==> src/rtl/acc_predecoder_stream.sv <==
// acc_predecoder_stream: registered multi-channel offload predecoder.
// Matches each accepted instruction word against per-channel mask/match
// tables, reports the winning channel and its decode fields one cycle later
// behind a valid/ready output stage, and keeps saturating accept/reject counts.

package acc_pkg;

   typedef enum logic [1:0] {
      OP_RS   = 2'd0,
      OP_IMM  = 2'd1,
      OP_PC   = 2'd2,
      OP_ZERO = 2'd3
   } op_sel_e;

   typedef enum logic [2:0] {
      IMM_I = 3'd0,
      IMM_S = 3'd1,
      IMM_B = 3'd2,
      IMM_U = 3'd3,
      IMM_J = 3'd4
   } imm_sel_e;

   typedef struct packed {
      logic       accept;
      logic       writeback;
      logic [2:0] use_rs;
      op_sel_e    op_a_mux;
      op_sel_e    op_b_mux;
      imm_sel_e   imm_a_mux;
      imm_sel_e   imm_b_mux;
   } prd_rsp_t;

   localparam prd_rsp_t PrdRspDefault = '{
      accept:    1'b0,
      writeback: 1'b0,
      use_rs:    3'b000,
      op_a_mux:  OP_RS,
      op_b_mux:  OP_RS,
      imm_a_mux: IMM_I,
      imm_b_mux: IMM_I
   };

   typedef struct packed {
      logic [31:0] instr_data;
      logic [31:0] instr_mask;
      prd_rsp_t    prd_rsp;
   } offl_instr_t;

endpackage

module acc_predecoder_stream #(
   parameter int unsigned          NumChannels = 2,
   parameter int unsigned          NumInstr    = 4,
   parameter acc_pkg::offl_instr_t OfflInstr [NumChannels][NumInstr] = '{default: '0},
   parameter int unsigned          CntWidth    = 16,
   localparam int unsigned         ChW         = (NumChannels > 1) ? $clog2(NumChannels) : 1
) (
   input  logic                   clk_i,
   input  logic                   rst_ni,
   input  logic                   flush_i,
   input  logic [NumChannels-1:0] ch_en_i,
   input  logic [31:0]            q_instr_data_i,
   input  logic                   q_valid_i,
   output logic                   q_ready_o,
   output logic                   p_valid_o,
   input  logic                   p_ready_i,
   output logic                   p_accept_o,
   output logic [ChW-1:0]         p_chan_o,
   output acc_pkg::prd_rsp_t      p_rsp_o,
   output logic [31:0]            p_instr_o,
   output logic                   p_multi_o,
   output logic [CntWidth-1:0]    accept_cnt_o,
   output logic [CntWidth-1:0]    reject_cnt_o
);

   typedef enum logic {
      EMPTY = 1'b0,
      FULL  = 1'b1
   } state_e;

   localparam logic [NumChannels-1:0] ChOne = NumChannels'(1);

   // Counters stick at all-ones instead of wrapping.
   function automatic logic [CntWidth-1:0] sat_inc(input logic [CntWidth-1:0] v);
      return (&v) ? v : v + 1'b1;
   endfunction

   state_e                 r_state_p1;
   state_e                 w_state_next;

   logic [NumChannels-1:0] w_ch_hit_p0;
   logic                   w_found_p0;
   logic [ChW-1:0]         w_win_ch_p0;
   acc_pkg::prd_rsp_t      w_win_rsp_p0;
   logic                   w_multi_p0;
   logic                   w_hs;
   logic                   w_load;

   logic                   r_accept_p1;
   logic [ChW-1:0]         r_chan_p1;
   acc_pkg::prd_rsp_t      r_rsp_p1;
   logic [31:0]            r_instr_p1;
   logic                   r_multi_p1;
   logic [CntWidth-1:0]    r_accept_cnt;
   logic [CntWidth-1:0]    r_reject_cnt;

   // ---- stage p0: table match on the incoming word ----

   // Scan all entries; remember per-channel hits and the first hit in (channel, index) order.
   always_comb begin
      w_ch_hit_p0  = '0;
      w_found_p0   = 1'b0;
      w_win_ch_p0  = '0;
      w_win_rsp_p0 = acc_pkg::PrdRspDefault;
      for (int c = 0; c < int'(NumChannels); c++) begin
         for (int i = 0; i < int'(NumInstr); i++) begin
            if (ch_en_i[c] &&
                ((OfflInstr[c][i].instr_mask & q_instr_data_i) == OfflInstr[c][i].instr_data)) begin
               w_ch_hit_p0[c] = 1'b1;
               if (!w_found_p0) begin
                  w_found_p0          = 1'b1;
                  w_win_ch_p0         = ChW'(c);
                  w_win_rsp_p0        = OfflInstr[c][i].prd_rsp;
                  w_win_rsp_p0.accept = 1'b1;
               end
            end
         end
      end
   end

   // More than one channel bit set means hits in at least two distinct channels.
   assign w_multi_p0 = |(w_ch_hit_p0 & (w_ch_hit_p0 - ChOne));

   assign q_ready_o  = (r_state_p1 == EMPTY) || p_ready_i;
   assign w_hs       = q_valid_i && q_ready_o;
   // A handshake coinciding with flush is dropped entirely: not stored, not counted.
   assign w_load     = w_hs && !flush_i;

   // ---- stage p1: output register and handshake FSM ----

   // State register.
   always_ff @(posedge clk_i or negedge rst_ni) begin
      if (!rst_ni) begin
         r_state_p1 <= EMPTY;
      end else begin
         r_state_p1 <= w_state_next;
      end
   end

   // Next-state: fill on handshake, drain when consumed without a refill, flush always empties.
   always_comb begin
      w_state_next = r_state_p1;
      if (flush_i) begin
         w_state_next = EMPTY;
      end else begin
         case (r_state_p1)
            EMPTY:   if (w_hs) w_state_next = FULL;
            FULL:    if (p_ready_i && !w_hs) w_state_next = EMPTY;
            default: w_state_next = EMPTY;
         endcase
      end
   end

   // Result payload; held while stalled, left untouched by flush.
   always_ff @(posedge clk_i or negedge rst_ni) begin
      if (!rst_ni) begin
         r_accept_p1 <= 1'b0;
         r_chan_p1   <= '0;
         r_rsp_p1    <= acc_pkg::PrdRspDefault;
         r_instr_p1  <= '0;
         r_multi_p1  <= 1'b0;
      end else if (w_load) begin
         r_accept_p1 <= w_found_p0;
         r_chan_p1   <= w_win_ch_p0;
         r_rsp_p1    <= w_win_rsp_p0;
         r_instr_p1  <= q_instr_data_i;
         r_multi_p1  <= w_multi_p0;
      end
   end

   // Saturating statistics, one increment per counted handshake.
   always_ff @(posedge clk_i or negedge rst_ni) begin
      if (!rst_ni) begin
         r_accept_cnt <= '0;
         r_reject_cnt <= '0;
      end else if (w_load) begin
         if (w_found_p0) r_accept_cnt <= sat_inc(r_accept_cnt);
         else            r_reject_cnt <= sat_inc(r_reject_cnt);
      end
   end

   assign p_valid_o    = (r_state_p1 == FULL);
   assign p_accept_o   = r_accept_p1;
   assign p_chan_o     = r_chan_p1;
   assign p_rsp_o      = r_rsp_p1;
   assign p_instr_o    = r_instr_p1;
   assign p_multi_o    = r_multi_p1;
   assign accept_cnt_o = r_accept_cnt;
   assign reject_cnt_o = r_reject_cnt;

endmodule

==> config.mk <==
export PLATFORM = sky130hd
export DESIGN_NAME = acc_predecoder_stream
export DESIGN_NICKNAME = d
export VERILOG_FILES = /design/src/rtl/acc_predecoder_stream.sv
export SDC_FILE = /design/constraint.sdc
export NUM_CORES = 1
export LEC_CHECK = 0
export ABC_AREA = 0
export CORE_MARGIN = 1.5
export CORE_UTILIZATION = 60
export CTS_CLUSTER_DIAMETER = 50
export DETAILED_ROUTE_END_ITERATION = 8
export DONT_BUFFER_PORTS = 1
export GPL_TIMING_DRIVEN = 0
export PLACE_DENSITY = 0.76
export SLEW_MARGIN = 20
export SYNTH_ARGS = -nofsm -noshare
export SYNTH_HDL_FRONTEND = slang
export SYNTH_SLANG_ARGS = --single-unit
==> constraint.sdc <==
create_clock -name clk_i -period 2.7 [get_ports clk_i]
set_clock_uncertainty 0.15 [all_clocks]
set_input_delay 0.54 -clock clk_i [delete_from_list [all_inputs] [get_ports clk_i]]
set_output_delay 0.54 -clock clk_i [all_outputs]
set_load 0.02 [all_outputs]
After elaboration in Yosys (flattened, before gate mapping)
Cells that the tools add are included.

storage, ports and cells
  register bits after elaboration = 83
  bits of input ports = 39
  output and inout bits = 84
  word-level logic and storage cells = 69

cells by class
  add/subtract/negate cells = 3
  muxes and demuxes = 36
  bitwise gates (word level) = 5
  reduce and logical (&&, ||, !) cells = 11

operator list
  cell                                                                count
  15-bit two-way mux                                                  15
  16-bit by 1-bit adder with 16-bit output, second input constant     2
  16-bit AND reduction                                                2
  1-bit two-way mux                                                   20
  3-bit AND reduction                                                 2
  1-bit NOT                                                           4
  1-bit logical AND                                                   3
  2-bit AND                                                           1
  1-bit logical NOT                                                   2
  1-bit one-hot mux with 2 select lines                               1
  2-bit OR reduction                                                  1
  2-bit by 1-bit subtractor with 2-bit output, second input constant  1
  1-bit logical OR                                                    1

Longest topological paths before layout
Gate-level depths: netlist of the first run.

  word-level depth = 15
  depth in mapped cells = 8

Worst setup path before layout of the first run
OpenSTA, ideal clock, no wires.

  path kind = reg-to-reg
  start = register r_accept_cnt[0], in the netlist accept_cnt_o[0]
  end = register r_accept_cnt[1], in the netlist accept_cnt_o[1]
  arrival time = 1.998 ns
  data required time = 2.422 ns
  setup slack = 0.424 ns
  stages on the path, launching flop included = 7
  period minus slack after synthesis = 2.276 ns
  cell sequence = dfrtp_1 ha_1 nand4_1 or4_1 buf_2 o211ai_2 mux2_1

between the ends
  word-level cells in the longest chain between the ends = 3

ends and longest elaborated chain
  item                                                                                              RTL line  RTL
  from (decl)                                                                                       104       logic [CntWidth-1:0] r_accept_cnt;
  from (signal assigned)                                                                            187       if (w_found_p0) r_accept_cnt <= sat_inc(r_accept_cnt);
  parallel branches: the longest is 3 deep, another holds 16-bit by 1-bit adder with 16-bit output  --

Several ways; the timed one is not identified.
A chain may end at the register's enable or synchronous reset.

Worst setup path after layout of the first run
Ends and elaborated chain as after synthesis.

==> results of run 1 <==
layout make-up:
type / count / area, um2
fill: 389 / 1530
inverter: 3 / 11.3
tap: 70 / 87.6
buffer: 26 / 170
multi-input combinational: 239 / 1280
sequential: 68 / 1700
timing repair buffer: 2 / 37.5
clock buffer: 12 / 145
clock inverter: 4 / 72.6
final timing paths:
kind / from / slack [ps] / cells past startpoint / to
worst min-delay path: flush_i / 120 / 1 / p_valid_o
max in group asynchronous: rst_ni / 1510 / 2 / p_accept_o
min in group asynchronous: rst_ni / 620 / 2 / accept_cnt_o[12]
worst max-delay path: accept_cnt_o[0] / 190 / 6 / accept_cnt_o[1]
worst min register to register: p_instr_o[19] / 480 / 2 / p_instr_o[19]
worst max register to register: accept_cnt_o[0] / 190 / 6 / accept_cnt_o[1]
through the flow:
stage | instance area, um2 | hold WS, ps | cells | utilization, %
global route | 3510 | 103 | 424 | 69.6
CTS | 3510 | 112 | 424 | 69.6
floorplan | 3170 | 94.4 | 336 | -
global placement | 3250 | 96.0 | 406 | 64.5
finish | 3510 | 118 | 424 | 69.6
detailed placement | 3250 | 96.1 | 406 | 64.5
cells in the mapped netlist (all sizes together) (2+ instances only):
cell	instances	share of area (%)
o211ai	2	0.64
nand3	11	1.8
nand2b	2	0.40
o21ai	4	0.64
nor2	9	1.1
nand4	10	2.0
a21oi	2	0.32
and4	2	0.56
inv	3	0.36
xnor2	8	2.2
nor3b	3	0.72
buf	19	4.6
nor4	12	2.4
mux2	4	1.4
nor3	8	1.3
ha	2	0.80
clkbuf	7	0.84
or4	3	0.84
nand2	110	13
dfrtp	68	55
nor2b	2	0.64
xor2	17	4.8
and3	2	0.40
timing repair:
item                                    4_1_cts  5_1_grt
endpoints found under the hold margin        68        0
gates resized for setup                       0        0
hold buffers                                  2        0
endpoints found under the setup margin        0        0
sequential cells by signal (all words and copies together) (netlist names):
register and count:
p_instr_o 32, p_chan_o 1, p_valid_o 1, p_accept_o 1
reject_cnt_o 16, p_multi_o 1, accept_cnt_o 16
cell families (layout without fill, tap and decap cells):
family | count (synthesis) | after routing
multiplexers | 4 | 4
flip-flops | 68 | 68
other | 1 | 14
XOR/XNOR | 25 | 25
buffers and inverters | 29 | 47
AND/OR/NAND/NOR | 179 | 179
adder cells (fa/ha/maj) | 2 | 2
AO/OA/AOI/OAI | 15 | 15
power by group:
part | total, mW | internal [mW] | switching (mW) | leakage [nW]
Clock | 0.918 | 0.545 | 0.373 | 0.107
Sequential | 1.50 | 1.16 | 0.347 | 0.874
Combinational | 0.274 | 0.120 | 0.155 | 0.745
worst max-delay path, stage by stage, from the launching register on:
cell	delay, ps
dfrtp_1	530
ha_1	260
nand4_1	200
or4_1	510
buf_2	200
o211ai_2	200
mux2_1	340
metal layers:
layer / wire length (um) / vias to the layer above / share of wire [%]
li1: - / 1110 / -
met5: 0 / - / 0
met4: 114 / 0 / 1.7
met2: 3210 / 105 / 48
met3: 595 / 13 / 8.9
met1: 2770 / 1100 / 41
==> results.yml, run 1 <==
hold_path:
  hold_path_class: "primary input to flop"
clock_network:
  post_cts_buffers: 0
  cts-root-buf: "clkbuf_8"
  cts_max_level: 3
  cts_tree: "yes"
  clk_path_buf_depth: 2
  cts_buffers: 9
  cts.sinks: 68
  clkLatencyLatePin_ps: 330
  path_clk_slew_ps: 70
status:
  status: "finished clean"
power_and_ir_drop:
  power.density_mw_per_mm2: 769
  ir_worst_vdd_mv: 0.408
  power.leakage_nw: 1.73
  finalPower_mw: 2.70
floorplanning:
  dieArea_mm2: 0.00564
  die_w_um: 75.1
  ios: 123
  coreArea_mm2: 0.00504
  die_h_um: 75.1
  rows: 26
  initial_core_util_pct: 61.8
yosys:
  synth_edf_count: 0
  syn_area_per_cell_um2: 9.65
  synth_top_family_by_area: "simple AND/OR/NAND/NOR gates"
  ys_async_sr_fraction_pct: 100
  synthAdderAreaFrac_pct: 0.803
  synth_compound_area_share_pct: 3.53
  yosys-mux-area-fraction_pct: 1.45
  ys_ff_latch: 68
  synth-xor-area-share_pct: 7.03
  ys_warn_count: 0
  syn_area_mm2: 0.00312
  syn_inst: 323
  ys_types: 44
  yosysSeqAreaShare_pct: 54.6
  synth-main-ff-cell: "dfrtp_1"
  synthSimpleGateAreaFrac_pct: 26.7
global_routing:
  use_met1_pct: 30.2
  antenna_found_initial: 0
  grt_max_degree: 69
  top_usage_layer: "met2"
  grt.total_usage_pct: 24.8
  grt_pass1_vias: 2244
  use_met3_pct: 10.6
  gr-usage-met2_pct: 38.0
  grt.overflow.total: 0
  grt_pass1_wl_um: 10300
drt:
  dr.first_iter.drc_count: 113
  drc: 0
  vias: 2328
  postRouteAntennaNets: 0
  via_per_inst: 5.49
  route.detailed.wl_per_inst_um: 15.8
  totalWireLength_um: 6680
  first_pass_iters: 4
timing:
  fin_setup_tns_ps: 0
  rsz0062_at_grt: "no"
  finalCriticalPeriod_ps: 2510
  setup_viol: 0
  fin_ws_ps: 191
  fin_crit_sh_pct: 92.9
  tightest_slew_ps: 667
  hold_viol: 0
  drv_slew: 0
  max_freq_ghz: 0.398
  slew_headroom_pct: 55.1
layout:
  layout-drive-gt1-share_pct: 10.5
  final_cell_mix: "110 x nand2_1, 68 x dfrtp_1, 17 x xor2_1"
  antennaDiodeCount: 0
  syn_to_final_growth_pct: 12.6
  nets: 390
  final_common_cell: "nand2_1"
place:
  dp_slack_ps: 222
  dp.final_hpwl_um: 4500
  port_buffers: 0
  gp_congestion: 0.783
flow_run:
  max-cap-violations: 0
worst_setup_path:
  crit_arrival_ps: 2570
  required_ps: 2760
  crit_path_start_kind: "flop"
  end_kind: "flop"
  critPathKind: "flop to flop"
  cp_max_fo: 10
Note: power is estimated with default switching activity, not from simulation.
==> run 2: changes to the inputs <==
==> constraint.sdc (replaced) <==
create_clock -name clk_i -period 2.7 [get_ports clk_i]
set_clock_uncertainty 0.15 [all_clocks]
set_input_delay 0.54 -clock clk_i [delete_from_list [all_inputs] [get_ports clk_i]]
set_output_delay 0.54 -clock clk_i [all_outputs]
set_load 0.1 [all_outputs]
==> run 2 against run 1 <==
- clock power shrank 0.8%
- first-iteration DRC count shrank 1.8%
- setup slack lost 98 ps
- fmax shrank 3.8%
- die area is the same
- cell count grew 0.47%
- register-to-register slack lost 98 ps
- critical path depth shrank 1
- global-route usage grew 0.20 points
- combinational power grew 36%
- non-clock buffer count grew 2
- largest power group unchanged
==> results.yml, run 2 (same netlist as run 1, synthesis figures left out) <==
layout:
  layout-drive-gt1-share_pct: 22.8
  syn_to_final_growth_pct: 16.1
  fill_cells: 363
  largest_register_ffs: 32
  nets: 392
  fin_cells: 426
  antennaDiodeCount: 0
  final_cell_mix: "109 x nand2_1, 36 x dfrtp_1, 27 x dfrtp_2"
  final_common_cell: "nand2_1"
drt:
  totalWireLength_um: 6610
  first_pass_iters: 4
  route.detailed.wl_per_inst_um: 15.5
  via_per_inst: 5.49
  drc: 0
  dr.first_iter.drc_count: 111
  vias: 2337
  postRouteAntennaNets: 0
power_and_ir_drop:
  power.density_mw_per_mm2: 1020
  ir_worst_vdd_mv: 0.555
  power.leakage_nw: 1.71
  finalPower_mw: 3.68
timing:
  tightest_slew_ps: 965
  holdWs_ps: 114
  hold_viol: 0
  finalCriticalPeriod_ps: 2610
  fin_crit_sh_pct: 96.6
  setup_viol: 0
  max_freq_ghz: 0.383
  slew_headroom_pct: 35.7
  drv_slew: 0
clock_network:
  cts_tree: "yes"
  cts-root-buf: "clkbuf_8"
  cts_max_level: 3
  clkLatencyLatePin_ps: 330
  cts.sinks: 68
  clk_path_buf_depth: 2
  cts_buffers: 9
  path_clk_slew_ps: 70
floorplanning:
  die_w_um: 75.1
  initial_core_util_pct: 61.8
  dieArea_mm2: 0.00564
  ios: 123
  die_h_um: 75.1
  rows: 26
  coreArea_mm2: 0.00504
worst_setup_path:
  critPathKind: "flop to flop"
  cp_max_fo: 10
  crit_arrival_ps: 2670
  reg2reg_depth: 5
  end_kind: "flop"
  required_ps: 2760
  crit_path_start_kind: "flop"
place:
  dp.final_hpwl_um: 4410
  gp_congestion: 0.822
  port_buffers: 0
  placed_cells: 406
hold_path:
  min_path_cells: 1
  hold_path_class: "primary input to flop"
global_routing:
  grt_max_degree: 69
  grt_pass1_vias: 2262
  antenna_found_initial: 0
  grt.total_usage_pct: 25.0
  grt_pass1_wl_um: 10500
  grt.overflow.total: 0
flow_run:
  max-cap-violations: 0
status:
  status: "finished clean"
## run 2: cell types whose count changed in the layout (fill, tap and decap cells not counted), sizes merged
cell / change
inv: -1
clkbuf: -1
clkinv: +2
buf: +2
## run 2: cell type report
class                   count  area (um2)  share of cell area [%]
clock buffers              11         141                    3.91
multi-input cells         239        1310                    36.3
plain buffers              26         178                    4.91
repair buffers              4        52.6                    1.45
flip-flops and latches     68        1750                    48.5
well taps                  70        87.6                    2.42
clock inverters             5        75.1                    2.08
inverters                   3        15.0                   0.415
## run 2: worst paths after layout
check                                   end  slack (ps)       startpoint
max in group asynchronous   reject_cnt_o[1]        1490           rst_ni
setup / recovery            accept_cnt_o[1]          90  accept_cnt_o[4]
min in group asynchronous  accept_cnt_o[12]         600           rst_ni
setup reg to reg            accept_cnt_o[1]          90  accept_cnt_o[4]
hold / removal                    p_valid_o         110          flush_i
hold reg to reg             reject_cnt_o[0]         650  reject_cnt_o[0]
## run 2: power by group
group	internal (mW)	switching (mW)	total (mW)
sequential	1.17	1.23	2.40
clock	0.541	0.370	0.911
combinational	0.134	0.240	0.373
## run 2: metal layers
| metal | global-route usage, % | vias to the layer above | routed length [um] | part of all wire (%) |
|---|---|---|---|---|
| met4 | 10.7 | 0 | 133 | 2.0 |
| met2 | 38.3 | 107 | 3160 | 48 |
| li1 | - | 1114 | - | - |
| met5 | 0 | - | 0 | 0 |
| met1 | 32.3 | 1101 | 2760 | 42 |
| met3 | 8.70 | 15 | 555 | 8.4 |
## run 2: worst max-delay path, cell delays in order (launching register included)
cell and delay, ps:
dfrtp_2 740, nand4_1 300, or4_1 550, buf_2 200, o211ai_2 200, mux2_1 350
## run 2: timing repair
item	CTS	global route
pin swaps	0	1
endpoints found under the hold margin	68	0
hold buffers	2	0
setup endpoints to repair	46	43
buffers inserted	0	2
resized for setup	26	16
## run 2: per-stage QoR
step | cell area, um2 | setup WS (ps) | TNS, ps | util [%]
floorplan | 3180 | 9.19 | 0 | -
global placement | 3270 | -290 | -10160 | 64.8
detailed placement | 3270 | -339 | -11670 | 64.8
CTS | 3560 | 3.39 | 0 | 70.6
global route | 3620 | -11.4 | -19.4 | 71.7
finish | 3620 | 92.2 | 0 | 71.7
==> run 3: changes to the inputs <==
--- a/config.mk
+++ b/config.mk
@@ -11,7 +11,6 @@
 export CTS_CLUSTER_DIAMETER = 50
 export DETAILED_ROUTE_END_ITERATION = 8
 export DONT_BUFFER_PORTS = 1
-export GPL_TIMING_DRIVEN = 0
 export PLACE_DENSITY = 0.76
 export SLEW_MARGIN = 20
 export SYNTH_ARGS = -nofsm -noshare
==> run 3 against run 2 <==
- count of clock-buffer cells in the layout increased by 1
- clock power decreased by 15%
- first-iteration DRC count increased by 7.2%
- fmax increased by 8.4%
- worst hold slack got worse by 8.7 ps
- global-route usage increased by 0.43 points
==> results.yml, run 3 (same netlist as run 1, synthesis figures left out) <==
worst_setup_path:
  reg2reg_slack_ps: 350
  crit_path_start_kind: "flop"
  r2r-end: "accept_cnt_o[7]"
  path_buf_inv: 2
  cp_max_fo: 8
  slowest_stage: "dfrtp_4"
  slowest_delay_ps: 620
  r2r-start: "p_valid_o"
  crit_chain: "nor2b_4 -> clkinvlp_4 -> buf_4"
  reg2reg_depth: 4
  crit_arrival_ps: 1720
  required_ps: 2010
  critPathKind: "flop to output port"
  end_kind: "output port"
  cp_top_family: "flip-flops"
timing:
  fin_ws_ps: 295
  drv_slew: 0
  rsz0062_at_grt: "no"
  holdWs_ps: 105
  fin_crit_sh_pct: 89.1
  setup_viol: 0
  max_freq_ghz: 0.416
  hold_viol: 0
  tightest_slew_ps: 950
  fin_setup_tns_ps: 0
  slew_headroom_pct: 36.7
  finalCriticalPeriod_ps: 2410
drt:
  route.detailed.wl_per_inst_um: 14.8
  dr.first_iter.drc_count: 119
  via_per_inst: 5.50
  drc: 0
  postRouteAntennaNets: 0
  totalWireLength_um: 6730
  first_pass_iters: 4
  vias: 2509
clock_network:
  path_clk_slew_ps: 80
  clk_path_buf_depth: 2
  clkLatencyLatePin_ps: 340
  cts_buffers: 9
  cts-root-buf: "clkbuf_8"
  cts.sinks: 68
  cts_resized: 0
  cts_max_level: 3
  post_cts_buffers: 0
  cts_tree: "yes"
floorplanning:
  initial_core_util_pct: 61.8
  die_h_um: 75.1
  ios: 123
  coreArea_mm2: 0.00504
  die_w_um: 75.1
  rows: 26
  dieArea_mm2: 0.00564
global_routing:
  grt.overflow.total: 0
  antenna_found_initial: 0
  grt_max_degree: 69
  grt_pass1_wl_um: 10600
  grt.total_usage_pct: 25.4
  grt_pass1_vias: 2383
layout:
  seqCellArea_mm2: 0.00171
  antennaDiodeCount: 0
  multi_input_area_mm2: 0.00128
  layout-drive-gt1-share_pct: 22.8
  syn_to_final_growth_pct: 20.7
  final_common_cell: "nand2_1"
  nets: 422
  largest_register_ffs: 32
  fill_cells: 356
  post-route-util_pct: 74.6
  final_cell_mix: "110 x nand2_1, 61 x dfrtp_1, 58 x buf_4"
place:
  port_buffers: 0
  dp.final_hpwl_um: 4770
  dp_slack_ps: 331
  gp_congestion: 0.857
status:
  status: "finished clean"
hold_path:
  hp-start: "flush_i"
  min_path_cells: 1
  hold_path_class: "primary input to flop"
  hold_end: "p_valid_o"
power_and_ir_drop:
  power.density_mw_per_mm2: 979
  ir_worst_vdd_mv: 0.651
  power.leakage_nw: 1.90
flow_run:
  max-cap-violations: 0
run 3: changes by cell type in the layout (fill, tap and decap cells not counted), moves of 2 or more:
cell,before,now
buf_2,2,0
buf_4,17,58
buf_6,2,0
bufinv_16,2,0
clkbuf_1,5,0
clkbuf_2,2,0
clkbuf_8,10,12
dfrtp_1,36,61
dfrtp_2,27,6
dfrtp_4,5,1
run 3: final cells by class:
type	instances	share of cell area, %
multi-input cells	239	34.2
flip-flops and latches	68	45.5
well taps	70	2.33
repair buffers	60	12.6
inverters	3	0.399
clock inverters	4	0.599
clock buffers	12	4.39
run 3: per-layer routing:
layer  vias to the layer above  track usage [%]  wire (um)
met5                         -                0          0
met4                         0             14.3        112
met3                        15             7.63        597
met2                       129             40.7       3300
met1                      1181             30.6       2730
li1                       1184                -          -
run 3: how the worst max path moves through the flow:
| stage | start | endpoint | depth (start not counted) |
|---|---|---|---|
| 5_1_grt | p_valid_o | q_ready_o | 3 |
| 3_3_place_gp | ch_en_i[1] | reject_cnt_o[12] | 4 |
| 3_5_place_dp | ch_en_i[1] | reject_cnt_o[12] | 4 |
| 2_1_floorplan | reject_cnt_o[1] | reject_cnt_o[3] | 6 |
| 4_1_cts | p_valid_o | q_ready_o | 3 |
| 6_report | p_valid_o | q_ready_o | 3 |
run 3: what timing repair did:
action,in CTS,in global routing
hold buffers,2,0
endpoints found under the hold margin,68,0
endpoints found under the setup margin,0,0
run 3: worst register-to-register path: cells and delay by family, from the launching register on:
kind / cells / cell delay [ps]
simple gates: 3 / 1100
mux: 1 / 360
flops: 1 / 620
run 3: power breakdown:
| part | switching (mW) | internal, mW | leakage (nW) |
|---|---|---|---|
| combinational | 1.16 | 0.246 | 0.938 |
| sequential | 0.344 | 1.16 | 0.866 |
| clock | 0.372 | 0.404 | 0.0982 |
run 3: metrics by stage:
stage	area, um2	cells	total power [mW]
after floorplan	3180	336	2.64
after global placement	3540	438	2.87
after detailed placement	3540	438	2.90
after CTS	3760	456	3.70
after global routing	3760	456	3.81
final	3760	456	3.68
